==> config.mk <==
export PLATFORM = sky130hd
export DESIGN_NAME = mem_cmd_parser
export DESIGN_NICKNAME = d
export VERILOG_FILES = /design/src/rtl/mem_cmd_pkg.sv /design/src/rtl/mem_cmd_parser.sv
export SDC_FILE = /design/constraint.sdc
export NUM_CORES = 1
export LEC_CHECK = 0
export CORE_UTILIZATION = 45
export DETAILED_ROUTE_END_ITERATION = 7
export PLACE_DENSITY = 0.87
export RECOVER_POWER = 25
export SLEW_MARGIN = 20
export SYNTH_ARGS = -nofsm -noshare
export SYNTH_HDL_FRONTEND = slang
export SYNTH_SLANG_ARGS = --single-unit
==> constraint.sdc <==
create_clock -name clk -period 2.9 [get_ports clk]
set_input_delay 0.29 -clock clk [delete_from_list [all_inputs] [get_ports clk]]
set_output_delay 0.29 -clock clk [all_outputs]
set_load 0.005 [all_outputs]
==> src/rtl/mem_cmd_pkg.sv <==
// Shared definitions for the memory command parser.
//   state_e   : parser FSM states
//   *_BIT     : command byte field positions (write, read, burst)
//   BURST_LEN : beats per burst command when MEM_CMD_BURST_EN is defined
package mem_cmd_pkg;

  typedef enum logic [2:0] {
    StIdle,
    StWdata,
    StRdIssue,
    StRdWait,
    StRsp
  } state_e;

  localparam int unsigned WR_BIT    = 7;
  localparam int unsigned RD_BIT    = 6;
  localparam int unsigned BURST_BIT = 5;
  localparam int unsigned BURST_LEN = 4;
  localparam int unsigned BEAT_BITS = $clog2(BURST_LEN);

endpackage

==> src/rtl/mem_cmd_parser.sv <==
// Byte-stream command parser driving a simple flop-based memory.
// A command byte selects write (bit7), read (bit6) and burst (bit5) with the start address in
// the low ADDR_BITS bits. Writes take one following data byte per beat; reads return one
// response byte per beat through a valid/ready handshake. Commands with bit7 == bit6 pulse err.
//
// Ports:
//   clk, rst             clock, synchronous active-high reset
//   in_data/valid/ready  host command/data byte stream
//   mem_addr/wdata       memory address and write data
//   mem_wr_en/rd_en      one-cycle memory strobes
//   mem_rdata            memory read data, valid the cycle after mem_rd_en
//   rsp_data/valid/ready read response to host
//   err                  one-cycle pulse on an illegal command
//
// Configuration: define MEM_CMD_BURST_EN to enable 4-beat bursts; otherwise bit5 is ignored and
// no burst counter exists.
module mem_cmd_parser
  import mem_cmd_pkg::*;
#(
  parameter int unsigned ADDR_BITS = 4,
  parameter int unsigned DATA_BITS = 8
) (
  input  logic                 clk,
  input  logic                 rst,
  input  logic [DATA_BITS-1:0] in_data,
  input  logic                 in_valid,
  output logic                 in_ready,
  output logic [ADDR_BITS-1:0] mem_addr,
  output logic [DATA_BITS-1:0] mem_wdata,
  output logic                 mem_wr_en,
  output logic                 mem_rd_en,
  input  logic [DATA_BITS-1:0] mem_rdata,
  output logic [DATA_BITS-1:0] rsp_data,
  output logic                 rsp_valid,
  input  logic                 rsp_ready,
  output logic                 err
);

  localparam logic [ADDR_BITS-1:0] ADDR_ONE = ADDR_BITS'(1);

  state_e               r_state;
  logic [ADDR_BITS-1:0] r_addr;      // address of the next beat
  logic                 w_in_fire;
  logic                 w_rsp_fire;
  logic                 w_cmd_wr;
  logic                 w_cmd_rd;
  logic [ADDR_BITS-1:0] w_cmd_addr;
  logic                 w_more;      // further burst beats remain after the current one
  logic                 w_unused_bits;

  assign w_in_fire     = in_valid && in_ready;
  assign w_rsp_fire    = rsp_valid && rsp_ready;
  assign w_cmd_wr      = in_data[WR_BIT];
  assign w_cmd_rd      = in_data[RD_BIT];
  assign w_cmd_addr    = in_data[ADDR_BITS-1:0];
  assign w_unused_bits = ^in_data;

`ifdef MEM_CMD_BURST_EN
  localparam logic [BEAT_BITS-1:0] BEAT_ONE  = BEAT_BITS'(1);
  localparam logic [BEAT_BITS-1:0] BEAT_INIT = BEAT_BITS'(BURST_LEN - 1);

  logic [BEAT_BITS-1:0] r_beats;     // beats remaining after the current one

  assign w_more = (r_beats != '0);

  always_ff @(posedge clk) begin
    if (rst) begin
      r_beats <= '0;
    end else if (r_state == StIdle && w_in_fire) begin
      r_beats <= in_data[BURST_BIT] ? BEAT_INIT : '0;
    end else if (w_more && ((r_state == StWdata && w_in_fire) ||
                            (r_state == StRsp && w_rsp_fire))) begin
      r_beats <= r_beats - BEAT_ONE;
    end
  end
`else
  assign w_more = 1'b0;
`endif

  always_ff @(posedge clk) begin
    if (rst) begin
      r_state   <= StIdle;
      r_addr    <= '0;
      in_ready  <= 1'b0;
      mem_addr  <= '0;
      mem_wdata <= '0;
      mem_wr_en <= 1'b0;
      mem_rd_en <= 1'b0;
      rsp_data  <= '0;
      rsp_valid <= 1'b0;
      err       <= 1'b0;
    end else begin
      // Strobes and err are single-cycle pulses unless re-asserted below.
      mem_wr_en <= 1'b0;
      mem_rd_en <= 1'b0;
      err       <= 1'b0;
      unique case (r_state)
        StIdle: begin
          in_ready <= 1'b1;
          if (w_in_fire) begin
            if (w_cmd_wr && !w_cmd_rd) begin
              r_state <= StWdata;
              r_addr  <= w_cmd_addr;
            end else if (w_cmd_rd && !w_cmd_wr) begin
              // Strobe is issued here so it is visible during the RD_ISSUE cycle.
              r_state   <= StRdIssue;
              in_ready  <= 1'b0;
              mem_rd_en <= 1'b1;
              mem_addr  <= w_cmd_addr;
              r_addr    <= w_cmd_addr + ADDR_ONE;
            end else begin
              err <= 1'b1;
            end
          end
        end
        StWdata: begin
          if (w_in_fire) begin
            mem_wr_en <= 1'b1;
            mem_addr  <= r_addr;
            mem_wdata <= in_data;
            r_addr    <= r_addr + ADDR_ONE;
            if (!w_more) r_state <= StIdle;
          end
        end
        StRdIssue: begin
          r_state <= StRdWait;
        end
        StRdWait: begin
          rsp_data  <= mem_rdata;
          rsp_valid <= 1'b1;
          r_state   <= StRsp;
        end
        StRsp: begin
          if (w_rsp_fire) begin
            rsp_valid <= 1'b0;
            if (w_more) begin
              r_state   <= StRdIssue;
              mem_rd_en <= 1'b1;
              mem_addr  <= r_addr;
              r_addr    <= r_addr + ADDR_ONE;
            end else begin
              r_state  <= StIdle;
              in_ready <= 1'b1;
            end
          end
        end
        default: begin
          r_state <= StIdle;
        end
      endcase
    end
  end

endmodule

==> results of run 1 <==
==> power by group through the flow <==
stage	registers, W	logic (W)	clock network (W)
2_1_floorplan	0.000477	0.0000936	0
3_3_place_gp	0.000488	0.000146	0
3_5_place_dp	0.000488	0.000150	0
4_1_cts	0.000478	0.000151	0.000239
5_1_grt	0.000481	0.000165	0.000259
6_report	0.000478	0.000149	0.000234
==> worst max-delay path by stage <==
| stage | startpoint | to | cells after the start |
|---|---|---|---|
| final | r_state[0]$_SDFFE_PP0P_ | r_addr[2]$_SDFFE_PP0P_ | 4 |
| after global routing | r_state[0]$_SDFFE_PP0P_ | r_addr[2]$_SDFFE_PP0P_ | 4 |
| after CTS | r_state[0]$_SDFFE_PP0P_ | r_addr[2]$_SDFFE_PP0P_ | 4 |
| after detailed placement | in_data[6] | r_state[1]$_SDFFE_PP0P_ | 7 |
| after global placement | in_data[6] | r_state[1]$_SDFFE_PP0P_ | 7 |
| after floorplan | in_data[6] | r_state[1]$_SDFFE_PP0P_ | 6 |
==> per-stage QoR <==
stage            util  power [W]  hold slack, ns
6_report       0.6389  0.0008606          0.4567
3_3_place_gp   0.6250  0.0006338          0.4441
4_1_cts        0.6402  0.0008678          0.4630
5_1_grt        0.6389  0.0009049          0.4857
2_1_floorplan       -  0.0005708          0.4260
3_5_place_dp   0.6250  0.0006378          0.4507
==> cell type report <==
class,count,area [µm²],area share
multi-input combinational,131,734.5,0.3765
sequential,32,640.6,0.3284
timing repair buffer,46,451.7,0.2316
tap,44,55.05,0.02822
clock buffer,6,41.29,0.02117
inverter,6,22.52,0.01155
clock inverter,1,5.005,0.002566
==> state kept, by name (all words and copies together), names as in the netlist <==
name / flops
err: 1
in_ready: 1
mem_addr: 4
mem_rd_en: 1
mem_wdata: 8
mem_wr_en: 1
r_addr: 4
r_state: 3
rsp_data: 8
rsp_valid: 1
==> metal layers <==
layer | up-vias | GRT usage | wire length (µm)
met5 | - | 0 | 0
met4 | 0 | 0.09524 | 77
met3 | 8 | 0.06813 | 201
met2 | 39 | 0.3120 | 1518
met1 | 622 | 0.2829 | 1596
li1 | 708 | - | -
==> cell families (layout without fill, tap and decap cells) <==
kind of cell | count (synthesis) | after routing | share of synthesized area
compound gates | 42 | 42 | 0.1810
xor+xnor | 2 | 2 | 0.01212
fa+ha+maj | 4 | 4 | 0.03463
buf+inv | 16 | 59 | 0.04849
flops | 32 | 32 | 0.4433
mux | 2 | 2 | 0.01385
simple gates | 81 | 81 | 0.2667
==> Yosys cell counts <==
cell type / n / share of area
clkbuf_1: 7 / 0.018
nor4bb_1: 1 / 0.0069
nand2_1: 38 / 0.099
o31a_1: 1 / 0.0061
nand4bb_1: 1 / 0.0078
o21ai_0: 4 / 0.014
nor3b_2: 1 / 0.0087
o221ai_1: 1 / 0.0061
or2_2: 2 / 0.0087
or4_1: 1 / 0.0052
or3b_1: 1 / 0.0061
ha_1: 4 / 0.035
mux2i_1: 2 / 0.014
inv_1: 6 / 0.016
nand4b_1: 1 / 0.0061
nor3_1: 4 / 0.014
dfxtp_1: 32 / 0.44
nand2b_1: 4 / 0.017
a221o_1: 1 / 0.0069
nand3_1: 11 / 0.038
and2_1: 1 / 0.0043
a21oi_1: 24 / 0.083
o211ai_1: 1 / 0.0052
xor2_1: 1 / 0.0061
o221a_2: 1 / 0.0078
nor3b_1: 1 / 0.0052
a311oi_1: 5 / 0.030
nor2_1: 13 / 0.034
and3b_1: 1 / 0.0061
buf_2: 2 / 0.0069
a211oi_1: 3 / 0.016
a21oi_2: 1 / 0.0061
xnor2_1: 1 / 0.0061
buf_6: 1 / 0.0078
==> worst reg2reg max path, cell delays in order, from the launching register on <==
cell and delay [ns]:
dfxtp_1 0.67, or3b_1 0.57, o31a_1 0.17, a221o_1 0.32, a21oi_1 0.13
==> metrics.md, run 1 <==
| Metric | Value |
|---|---|
| Buf+Inv Stages, Crit Path | 0 |
| PortBufs | 44 |
| Comb pwr share | 0.173 |
| Register area share after synthesis | 0.4433 |
| Crit end category | register |
| Cell Pwr Density | 441.2 mW/mm² |
| Status | finished clean |
| Max Freq | approximately 520 MHz |
| Final std cells w/o fill | 266 |
| Rows | 20 |
| Via count | 1377 |
| Clk sinks | 32 |
| Post-Route Setup TNS | 0 ns |
| Inst Count DP | 259 |
| Nets@finish | around 250 |
| Io pins | between 40 and 50 |
| Yosys reg bits | 32 |
| Cell Int Power | 0.0006202 W |
| Synth unique cells | 34 |
| Setup Slack @ Placement | 0.7136 ns |
| 1st-iter DRT viols | 44 |
| Tmin final | 1.914 ns |
| Mapped Avg Cell Area | about 8.1 µm² |
| Die Wd | between 50 and 60 µm |
| Gr ovfl total | 0 |
| Max Slew Vio Count | 0 |
| Worst Max-Slew Pin Slew | between 0.5 and 0.6 ns |
| YS warnings | 0 |
| Cell Chain, Critical Path | or3b_1, o31a_1, a221o_1, a21oi_1 |
| Mapped cell area | 0.001445 mm² |
| R2R Path Start | r_state[0]$_SDFFE_PP0P_ |
| Final wirelength | between 3000 and 4000 µm |
| CTS tree | yes |
| Commonest non-fill, non-tap cells in the layout | 38 x nand2_1, 33 x clkdlybuf4s50_1, 32 x dfxtp_1, 24 x a21oi_1, 13 x nor2_1 |
| Max FO, Critical Path | 17 |
| Syn Nets | between 200 and 250 |
| Worst hold path depth | 2 |
| Hold buffers post-CTS | 0 |
| Top delay family on crit path | flip-flops |
| Dpl hpwl | 2396 µm |
| Most common cell after layout, fill and taps aside | nand2_1 |
| Post-place instance area | 0.001908 mm² |
| Setup crit start kind | register |
| Die height | 58.67 µm |
| FILL cells | 292 |
| Sw Pwr | 0.0002404 W |
| GRT Total Usage | 0.2115 |
| Hold crit path type | reg -> reg |
| Slew margin rel. | 0.6287 |
| Final WS setup | 0.9861 ns |
| Clock latency on the worst-skew pair | 0.34 ns |
| Initial core utilization | 0.4734 |
| Postcts setup bufs | 0 |
| ANT cells | 0 |
| Global-route wire length before repair | around 5400 µm |
| Reg2reg end | r_addr[2]$_SDFFE_PP0P_ |
| Clk buf depth | 2 |
| CP max stage cell | dfxtp_1 |
| Peak supply drop | 337.9 µV |
| Fin crit share | 0.6600 |
| Die ar. | 0.003442 mm² |
| Worst EP required | 3.18 ns |
| Final count of hold timing violations | 0 |
| Htree depth | 2 |
| R2r setup slk | 0.99 ns |
| Root buf cell | clkbuf_4 |
| Worst path max stage delay | 0.67 ns |
| Gate Count Post-Synth | 179 |
| Synthesis-to-layout area growth | 34.98% |
| Vias in the first global route | 1208 |
| Detail Route Antenna Nets | 0 |
| Sequential fraction of design power | 0.555 |
| Cts repair resizes | 0 |
| RSZ-0062 raised after global routing | false |
| Worst Hold End | rsp_data[7]$_SDFFE_PP0P_ |
| Fraction of layout instances using a drive strength above 1 | 0.05405 |
| Avg Vias per Cell | 5.177 |
| Clk pwr share | 0.272 |
| Max-Cap Viols | 0 |
| CP Class | reg -> reg |
| Setup violators final | 0 |
| Core area | around 0.0031 mm² |
| RePlAce Congestion | 0.8742 |
| Worst Hold Launch | rsp_data[7]$_SDFFE_PP0P_ |
| Leakage power | 0.7049 nW |
| Initial antenna violation count | 0 |
| Residual DRC | 0 |
| Worst R2R Path Depth | 4 |
| Post-DR wirelength/cell | 12.76 µm |
| Crit path DAT | 2.19 ns |
| Largest net degree at the start of global routing | 19 |
| Final instance area | ~0.002 mm² |
| Clock Skews | 0.007581 ns |
| Switching fraction of total power | 0.2793 |
| TritonCTS buffer count | 5 |
| Clk slew on worst S/H paths | 0.10 ns |
| Detailed-router iteration count before antenna repair | 4 |
Power figures use the tool's default switching activity.
==> run 2, diff against run 1 <==
--- a/config.mk
+++ b/config.mk
@@ -5,9 +5,9 @@
 export SDC_FILE = /design/constraint.sdc
 export NUM_CORES = 1
 export LEC_CHECK = 0
-export CORE_UTILIZATION = 45
+export CORE_UTILIZATION = 41
 export DETAILED_ROUTE_END_ITERATION = 7
-export PLACE_DENSITY = 0.87
+export PLACE_DENSITY = 0.84
 export RECOVER_POWER = 25
 export SLEW_MARGIN = 20
 export SYNTH_ARGS = -nofsm -noshare
==> constraint.sdc (replaced) <==
create_clock -name clk -period 1.75 [get_ports clk]
set_input_delay 0.175 -clock clk [delete_from_list [all_inputs] [get_ports clk]]
set_output_delay 0.175 -clock clk [all_outputs]
set_load 0.005 [all_outputs]
==> run 2 against run 1 <==
Effect of this change:
- largest power group unchanged
- die area grew 9.4%
- sequential share of layout area shrank 2.4 points
- clock skew shrank 0.0034 ns
==> metrics.md, run 2 (synthesis results as in run 1) <==
| Metric | Value |
|---|---|
| Status | finished clean |
| CTS tree | yes |
| Crit path launch | in_data[6] |
| Root buf cell | clkbuf_4 |
| Worst setup path endpoint | r_state[1]$_SDFFE_PP0P_ |
| Final count of hold timing violations | 0 (unchanged) |
| Setup violators final | 0 (unchanged) |
| Final wirelength | 3466 µm (+2.1%) |
| Post-place instance area | 0.002038 mm² (+6.8%) |
| ANT cells | 0 (unchanged) |
| Worst path max stage delay | 0.48 ns (-0.19 ns) |
| Htree depth | 2 (unchanged) |
| Reg2reg end | r_addr[2]$_SDFFE_PP0P_ |
| Max Freq | 626.8 MHz |
| Detailed-router iteration count before antenna repair | 4 (unchanged) |
| Commonest non-fill, non-tap cells in the layout | 38 x nand2_1, 33 x clkdlybuf4s50_1, 32 x dfxtp_1, 24 x a21oi_1, 18 x buf_4 |
| Die Wd | 61.37 µm (+4.6%) |
| Max Slew Vio Count | 0 (unchanged) |
| Hold buffers post-CTS | 0 (unchanged) |
| Worst hold slack | 0.3872 ns (-0.06958 ns) |
| CP max stage cell | clkdlybuf4s50_1 |
| Hold crit path type | in -> reg |
| Post-Route Setup TNS | 0 ns (unchanged) |
| Worst Max-Slew Pin Slew | 0.5265 ns (-0.02677 ns) |
| Setup crit start kind | primary input |
| Gr ovfl total | 0 (unchanged) |
| Clock latency on the worst-skew pair | 0.33 ns (about the same) |
| Core area | 0.003363 mm² (+10%) |
| FILL cells | 332 (+14%) |
| Tmin final | 1.595 ns |
| GRT Total Usage | 0.1935 (-0.01798) |
| Most common cell after layout, fill and taps aside | nand2_1 |
| Clk slew on worst S/H paths | 0.10 ns (about the same) |
| Fin crit share | 0.9116 |
| Crit path DAT | 1.82 ns (-0.37 ns) |
| Initial antenna violation count | 0 (unchanged) |
| Largest net degree at the start of global routing | 22 (+3) |
| Max FO, Critical Path | 4 (-13) |
| Die ar. | 0.003766 mm² (+9.4%) |
| Worst R2R Path Depth | 4 (unchanged) |
| Via count | 1471 (+6.8%) |
| WL met1 | 1578 µm (-1.1%) |
| R2r setup slk | 0.19 ns (-0.80 ns) |
| Cell Pwr Density | 725.5 mW/mm² (+64%) |
| 1st-iter DRT viols | 46 (+4.5%) |
| Initial core utilization | 0.4297 (-0.04367) |
| Worst EP required | 1.98 ns (-1.20 ns) |
| Dpl hpwl | 2521 µm (+5.2%) |
| Top delay family on crit path | compound AO/OA/AOI/OAI gates |
| Fraction of layout instances using a drive strength above 1 | 0.1333 (+0.07928) |
| Rows | 21 (+5.0%) |
| Io pins | 45 (unchanged) |
| Leakage power | 0.7996 nW (+13%) |
| Top Layer Used | met4 |
| Largest registers | mem_wdata (8), rsp_data (8) |
| Global-route wire length before repair | 5285 µm (-2.2%) |
| RSZ-0062 raised after global routing | false |
| Residual DRC | 0 (unchanged) |
| Max-Cap Viols | 0 (unchanged) |
| Cell Chain, Critical Path | clkdlybuf4s50_1, inv_1, ha_1, nand2b_1, a311oi_2, nor3b_1, o221a_2 |
| Slew margin rel. | 0.6477 (+0.01905) |
| Buf+Inv Stages, Crit Path | 2 (+2) |
| PortBufs | 44 (unchanged) |
| Peak supply drop | 467.2 µV (+38%) |
| Die height | 61.37 µm (+4.6%) |
| Postcts setup bufs | 0 (unchanged) |
| Synthesis-to-layout area growth | 45.45% |
| Cts repair resizes | 0 (unchanged) |
| Post-DR wirelength/cell | 12.12 µm (-5.0%) |
| Avg Vias per Cell | 5.143 (-0.64%) |
| R2R Path Start | r_state[0]$_SDFFE_PP0P_ |
| Setup Slack @ Placement | -0.2736 ns (-0.9872 ns) |
| Detail Route Antenna Nets | 0 (unchanged) |
| TritonCTS buffer count | 5 (unchanged) |
| Crit end category | register |
| Final instance area | 0.002102 mm² (+7.8%) |
| Clk buf depth | 2 (unchanged) |
| Clk sinks | 32 (unchanged) |
| Vias in the first global route | 1191 (-1.4%) |
| Number of cells on the critical path | 7 (+3) |
| Final WS setup | 0.1547 ns (-0.8314 ns) |
| Nets@finish | 263 (+6.9%) |
| Met3 WL | 224 µm (+11%) |
| RePlAce Congestion | 0.8237 (-5.8%) |
| CP Class | in -> reg |
| Clock Skews | 0.004193 ns (-0.003388 ns) |
| Met2 wire length | 1630 µm (+7.4%) |
run 2: cell count changes in the layout (fill, tap and decap cells not counted), sizes merged:
cell,previous run,this run
buf,1,18
clkinv,1,2
run 2: worst reg2reg max path: stages, from the launching register on:
cell     delay (ns)
dfxtp_1        0.52
or3b_1         0.41
o31a_1         0.12
a221o_1        0.32
a21oi_1        0.13
run 2: worst min-delay path by stage:
stage	from	endpoint	slack (ns)	cells after the start
after floorplan	mem_rdata[0]	rsp_data[0]$_SDFFE_PP0P_	0.31	2
after global placement	rsp_data[0]$_SDFFE_PP0P_	rsp_data[0]$_SDFFE_PP0P_	0.44	2
after detailed placement	rsp_data[7]$_SDFFE_PP0P_	rsp_data[7]$_SDFFE_PP0P_	0.45	2
after CTS	mem_rdata[1]	rsp_data[1]$_SDFFE_PP0P_	0.38	3
after global routing	mem_rdata[3]	rsp_data[3]$_SDFFE_PP0P_	0.37	3
final	mem_rdata[1]	rsp_data[1]$_SDFFE_PP0P_	0.39	3
run 2: final cells by class:
class,instances,area (µm²),share of cell area
well taps,46,57.56,0.02738
flip-flops and latches,32,640.6,0.3048
repair buffers,63,579.3,0.2756
inverters,6,22.52,0.01071
clock buffers,6,51.30,0.02440
multi-input cells,131,740.7,0.3524
clock inverters,2,10.01,0.004762
run 2: layer usage:
metal	vias up	global-route usage
li1	744	-
met3	4	0.06513
met4	0	0.06667
met5	-	0
met1	668	0.2610
met2	55	0.2904
run 2: stage by stage:
step	power [W]	std cells	util
after detailed placement	0.001099	278	0.6060
final	0.001525	286	0.6250
after CTS	0.001541	286	0.6243
after global routing	0.001615	286	0.6250
after global placement	0.001093	278	0.6060
after floorplan	0.0009459	179	-
run 2: power breakdown:
part           total (W)  switching [W]  leakage, nW  internal, W
clock network   0.000439       0.000248       0.0380     0.000191
logic           0.000297       0.000134        0.503     0.000162
registers       0.000790      0.0000343        0.259     0.000756
==> run 3, diff against run 2 <==
--- a/config.mk
+++ b/config.mk
@@ -5,7 +5,9 @@
 export SDC_FILE = /design/constraint.sdc
 export NUM_CORES = 1
 export LEC_CHECK = 0
-export CORE_UTILIZATION = 41
+export ABC_AREA = 1
+export CORE_MARGIN = 2
+export CORE_UTILIZATION = 42
 export DETAILED_ROUTE_END_ITERATION = 7
 export PLACE_DENSITY = 0.84
 export RECOVER_POWER = 25
==> run 3 against run 2 <==
Effect of this change:
- sequential share of layout area is 0.61 points higher
- utilization is 1.7 points lower
- synthesized area is 4.0% higher
- first-iteration DRC count is 20% lower
- non-clock buffer count is 14 lower
- die area is 8.1% higher
- setup slack better by 0.14 ns
- hold slack better by 0.027 ns
- count of clock-buffer cells in the layout stayed put
- register-to-register slack better by 0.11 ns
- fmax is 9.9% higher
- sequential power hardly changed
- critical path type is now reg -> reg
- largest power group unchanged
==> metrics.md, run 3 <==
| Metric | Value |
|---|---|
| RePlAce Congestion | 0.9107 (+11%) |
| Overall power | 0.001643 W (+7.7%) |
| Vias in the first global route | 1262 (+6.0%) |
| Crit end category | register |
| Area leader, netlist | dfxtp_1 |
| Worst Max-Slew Pin Slew | 0.4770 ns (-0.04947 ns) |
| Setup violators final | 0 (unchanged) |
| Hold buffers post-CTS | 0 (unchanged) |
| Initial core utilization | 0.4433 (+0.01365) |
| Worst hold slack | 0.4137 ns (+0.02657 ns) |
| Setup Slack @ Placement | 0.03806 ns (+0.3117 ns) |
| Final WS setup | 0.2979 ns (+0.1433 ns) |
| Slew margin rel. | 0.6820 (+0.03428) |
| Gate Count Post-Synth | 202 (+13%) |
| Crit path DAT | 1.68 ns (-0.14 ns) |
| Worst EP required | 1.98 ns (about the same) |
| Clk sinks | 32 (unchanged) |
| Nets@finish | 275 (+4.6%) |
| Grt peak-use layer | met2 |
| Cell Chain, Critical Path | nand2_1, inv_1, clkbuf_1, nand2_2, nand2_1, a21oi_1 |
| Final wirelength | 3305 µm (-4.6%) |
| Yosys reg bits | 32 (unchanged) |
| Mapped cell area | 0.001503 mm² (+4.0%) |
| Leakage power | 0.8241 nW (+3.1%) |
| Most frequent cells after synthesis | 39 x nand2_1, 32 x dfxtp_1, 27 x nor2_1 |
| Via count | 1457 (-0.95%) |
| Post-synth top area share | 0.4263 (-0.01698) |
| Worst Hold Launch | in_data[4] |
| Post-synth EDFFs | 0 (unchanged) |
| Core area | 0.003390 mm² (+0.78%) |
| Max Freq | 688.7 MHz (+9.9%) |
| R2r setup slk | 0.30 ns (+0.11 ns) |
| Max FO, Critical Path | 10 (+6) |
| Met3 GRT Util | 0.05458 (-0.01055) |
| Initial antenna violation count | 0 (unchanged) |
| Fin crit share | 0.8297 (-0.08186) |
| Most used cell, CP | nand2_1 |
| Mapped Avg Cell Area | 7.439 µm² (-7.9%) |
| Clock latency on the worst-skew pair | 0.33 ns (about the same) |
| Clk slew on worst S/H paths | 0.10 ns (about the same) |
| Switching fraction of total power | 0.2713 (-0.001540) |
| Final std cells w/o fill | 298 (+4.2%) |
| 1st-iter DRT viols | 37 (-20%) |
| Crit path launch | in_ready$_SDFFE_PP0P_ |
| Post-Route Setup TNS | 0 ns (unchanged) |
| Peak supply drop | 516.3 µV (+11%) |
| Asr flop ratio synth | 0 (unchanged) |
| Residual DRC | 0 (unchanged) |
| Io pins | 45 (unchanged) |
| GRT met1 Usage | 0.2279 (-0.03311) |
| Die Wd | 63.82 µm (+4.0%) |
| Tmin final | 1.452 ns (-0.1433 ns) |
| GRT Total Usage | 0.1731 (-0.02037) |
| Cts repair resizes | 0 (unchanged) |
| Clock Skews | 0.003529 ns (-0.0006637 ns) |
| Sequential fraction of design power | 0.481 (-0.037) |
| Gr ovfl total | 0 (unchanged) |
| Dominant cells by area after synthesis | dfxtp_1 43%, nand2_1 9.7%, nor2_1 6.7%, a21oi_1 5.7%, nand3_1 5.7% |
| Detailed-router iteration count before antenna repair | 4 (unchanged) |
| Worst R2R Path Depth | 6 (+2) |
| Largest net degree at the start of global routing | 17 (-23%) |
| Rows | 21 (unchanged) |
| Cell Pwr Density | 797.4 mW/mm² (+9.9%) |
| Max Slew Vio Count | 0 (unchanged) |
| Clk buf depth | 2 (unchanged) |
| Largest registers | mem_wdata (8), rsp_data (8) |
| Synth Flop Type | dfxtp_1 |
| Syn Nets | 226 (+11%) |
| Synth unique cells | 27 (-21%) |
| Root buf cell | clkbuf_4 |
| Met2 global-route usage | 0.2643 (-0.02605) |
| ANT cells | 0 (unchanged) |
| Die ar. | 0.004072 mm² (+8.1%) |
| RSZ-0062 raised after global routing | false |
| Commonest non-fill, non-tap cells in the layout | 43 x clkdlybuf4s50_1, 39 x nand2_1, 32 x dfxtp_1, 27 x nor2_1, 18 x inv_1 |
| Comb pwr share | 0.186 (-0.009) |
| TritonCTS buffer count | 5 (unchanged) |
| Avg Vias per Cell | 4.889 (-4.9%) |
| PortBufs | 44 (unchanged) |
| Fraction of layout instances using a drive strength above 1 | 0.09524 (-0.03810) |
| Hold crit path type | in -> reg |
| Cell Int Power | 0.001197 W (+8.0%) |
| Dpl hpwl | 2446 µm (-3.0%) |
| Register area share after synthesis | 0.4263 (-0.01698) |
| Setup crit start kind | register |
| R2R Path Start | in_ready$_SDFFE_PP0P_ |
| Worst path max stage delay | 0.39 ns (-0.09 ns) |
| Worst hold path depth | 3 (unchanged) |
| Post-DR wirelength/cell | 11.09 µm (-8.5%) |
| Reg2reg end | mem_wdata[2]$_SDFFE_PP0P_ |
| Clk pwr share | 0.333 (+0.045) |
| Postcts setup bufs | 0 (unchanged) |
| CP max stage cell | clkbuf_1 |
| Synthesis-to-layout area growth | 37.14% |
| Max-Cap Viols | 0 (unchanged) |
| Detail Route Antenna Nets | 0 (unchanged) |
| YS warnings | 0 (unchanged) |
| Die height | 63.82 µm (+4.0%) |
| Final count of hold timing violations | 0 (unchanged) |
| Htree depth | 2 (unchanged) |
| Worst setup path endpoint | mem_wdata[2]$_SDFFE_PP0P_ |
| Most numerous cell in the Yosys netlist | nand2_1 |
| Sw Pwr | 0.0004457 W (+7.1%) |
| Global-route wire length before repair | 5609 µm (+6.1%) |
| Most common cell after layout, fill and taps aside | clkdlybuf4s50_1 |
| CTS tree | yes |
| CP Class | reg -> reg |
| Status | finished clean |
| Inst Count DP | 290 (+4.3%) |
-- run 3: area by class of cell --
type	instances	area, µm²
Sequential cell	32	640.6
Inverter	20	80.08
Clock inverter	2	35.03
Multi-Input combinational cell	143	732.0
Clock buffer	6	41.29
Fill cell	320	1329
Timing Repair Buffer	49	474.2
Tap cell	46	57.56
-- run 3: power by group through the flow --
stage	Sequential, W	Clock [W]	Combinational [W]
6_report	0.000790	0.000547	0.000306
5_1_grt	0.000795	0.000602	0.000340
4_1_cts	0.000791	0.000555	0.000307
3_5_place_dp	0.000807	0	0.000306
3_3_place_gp	0.000808	0	0.000301
2_1_floorplan	0.000796	0	0.000204
-- run 3: kinds of logic after synthesis --
group                      after synthesis  share of synthesized area
AOI/OAI and AO/OA                       41                     0.1474
xor gates and xnor gates                 1                   0.005830
adders and majority gates                4                    0.03331
buffers and inverters                   27                    0.08326
DFF                                     32                     0.4263
and+or+nand+nor                         97                     0.3039
-- run 3: per-stage QoR --
step / cell area (µm²) / utilization
after floorplan: 1503 / -
after global placement: 1993 / 0.5880
after detailed placement: 1993 / 0.5880
after CTS: 2069 / 0.6106
after global routing: 2061 / 0.6080
final: 2061 / 0.6080
-- run 3: worst min-delay path by stage --
stage	to	slack, ns
2_1_floorplan	rsp_data[0]$_SDFFE_PP0P_	0.34
3_3_place_gp	mem_wdata[0]$_SDFFE_PP0P_	0.45
3_5_place_dp	mem_wdata[4]$_SDFFE_PP0P_	0.45
4_1_cts	mem_wdata[4]$_SDFFE_PP0P_	0.41
5_1_grt	mem_wdata[4]$_SDFFE_PP0P_	0.43
6_report	mem_wdata[4]$_SDFFE_PP0P_	0.41
-- run 3: layer usage --
layer | vias up | routed length, µm | share of wire
met3 | 6 | 231 | 0.070
met5 | - | 0 | 0
met4 | 0 | 49 | 0.015
met1 | 639 | 1593 | 0.48
met2 | 51 | 1430 | 0.43
li1 | 761 | - | -
-- run 3: worst max-delay path, delay by kind of cell (launching register included) --
kind,cells,cell delay [ns]
flip-flops,1,0.36
AND/OR/NAND/NOR,3,0.44
buffers and inverters,2,0.50
AO/OA/AOI/OAI,1,0.06
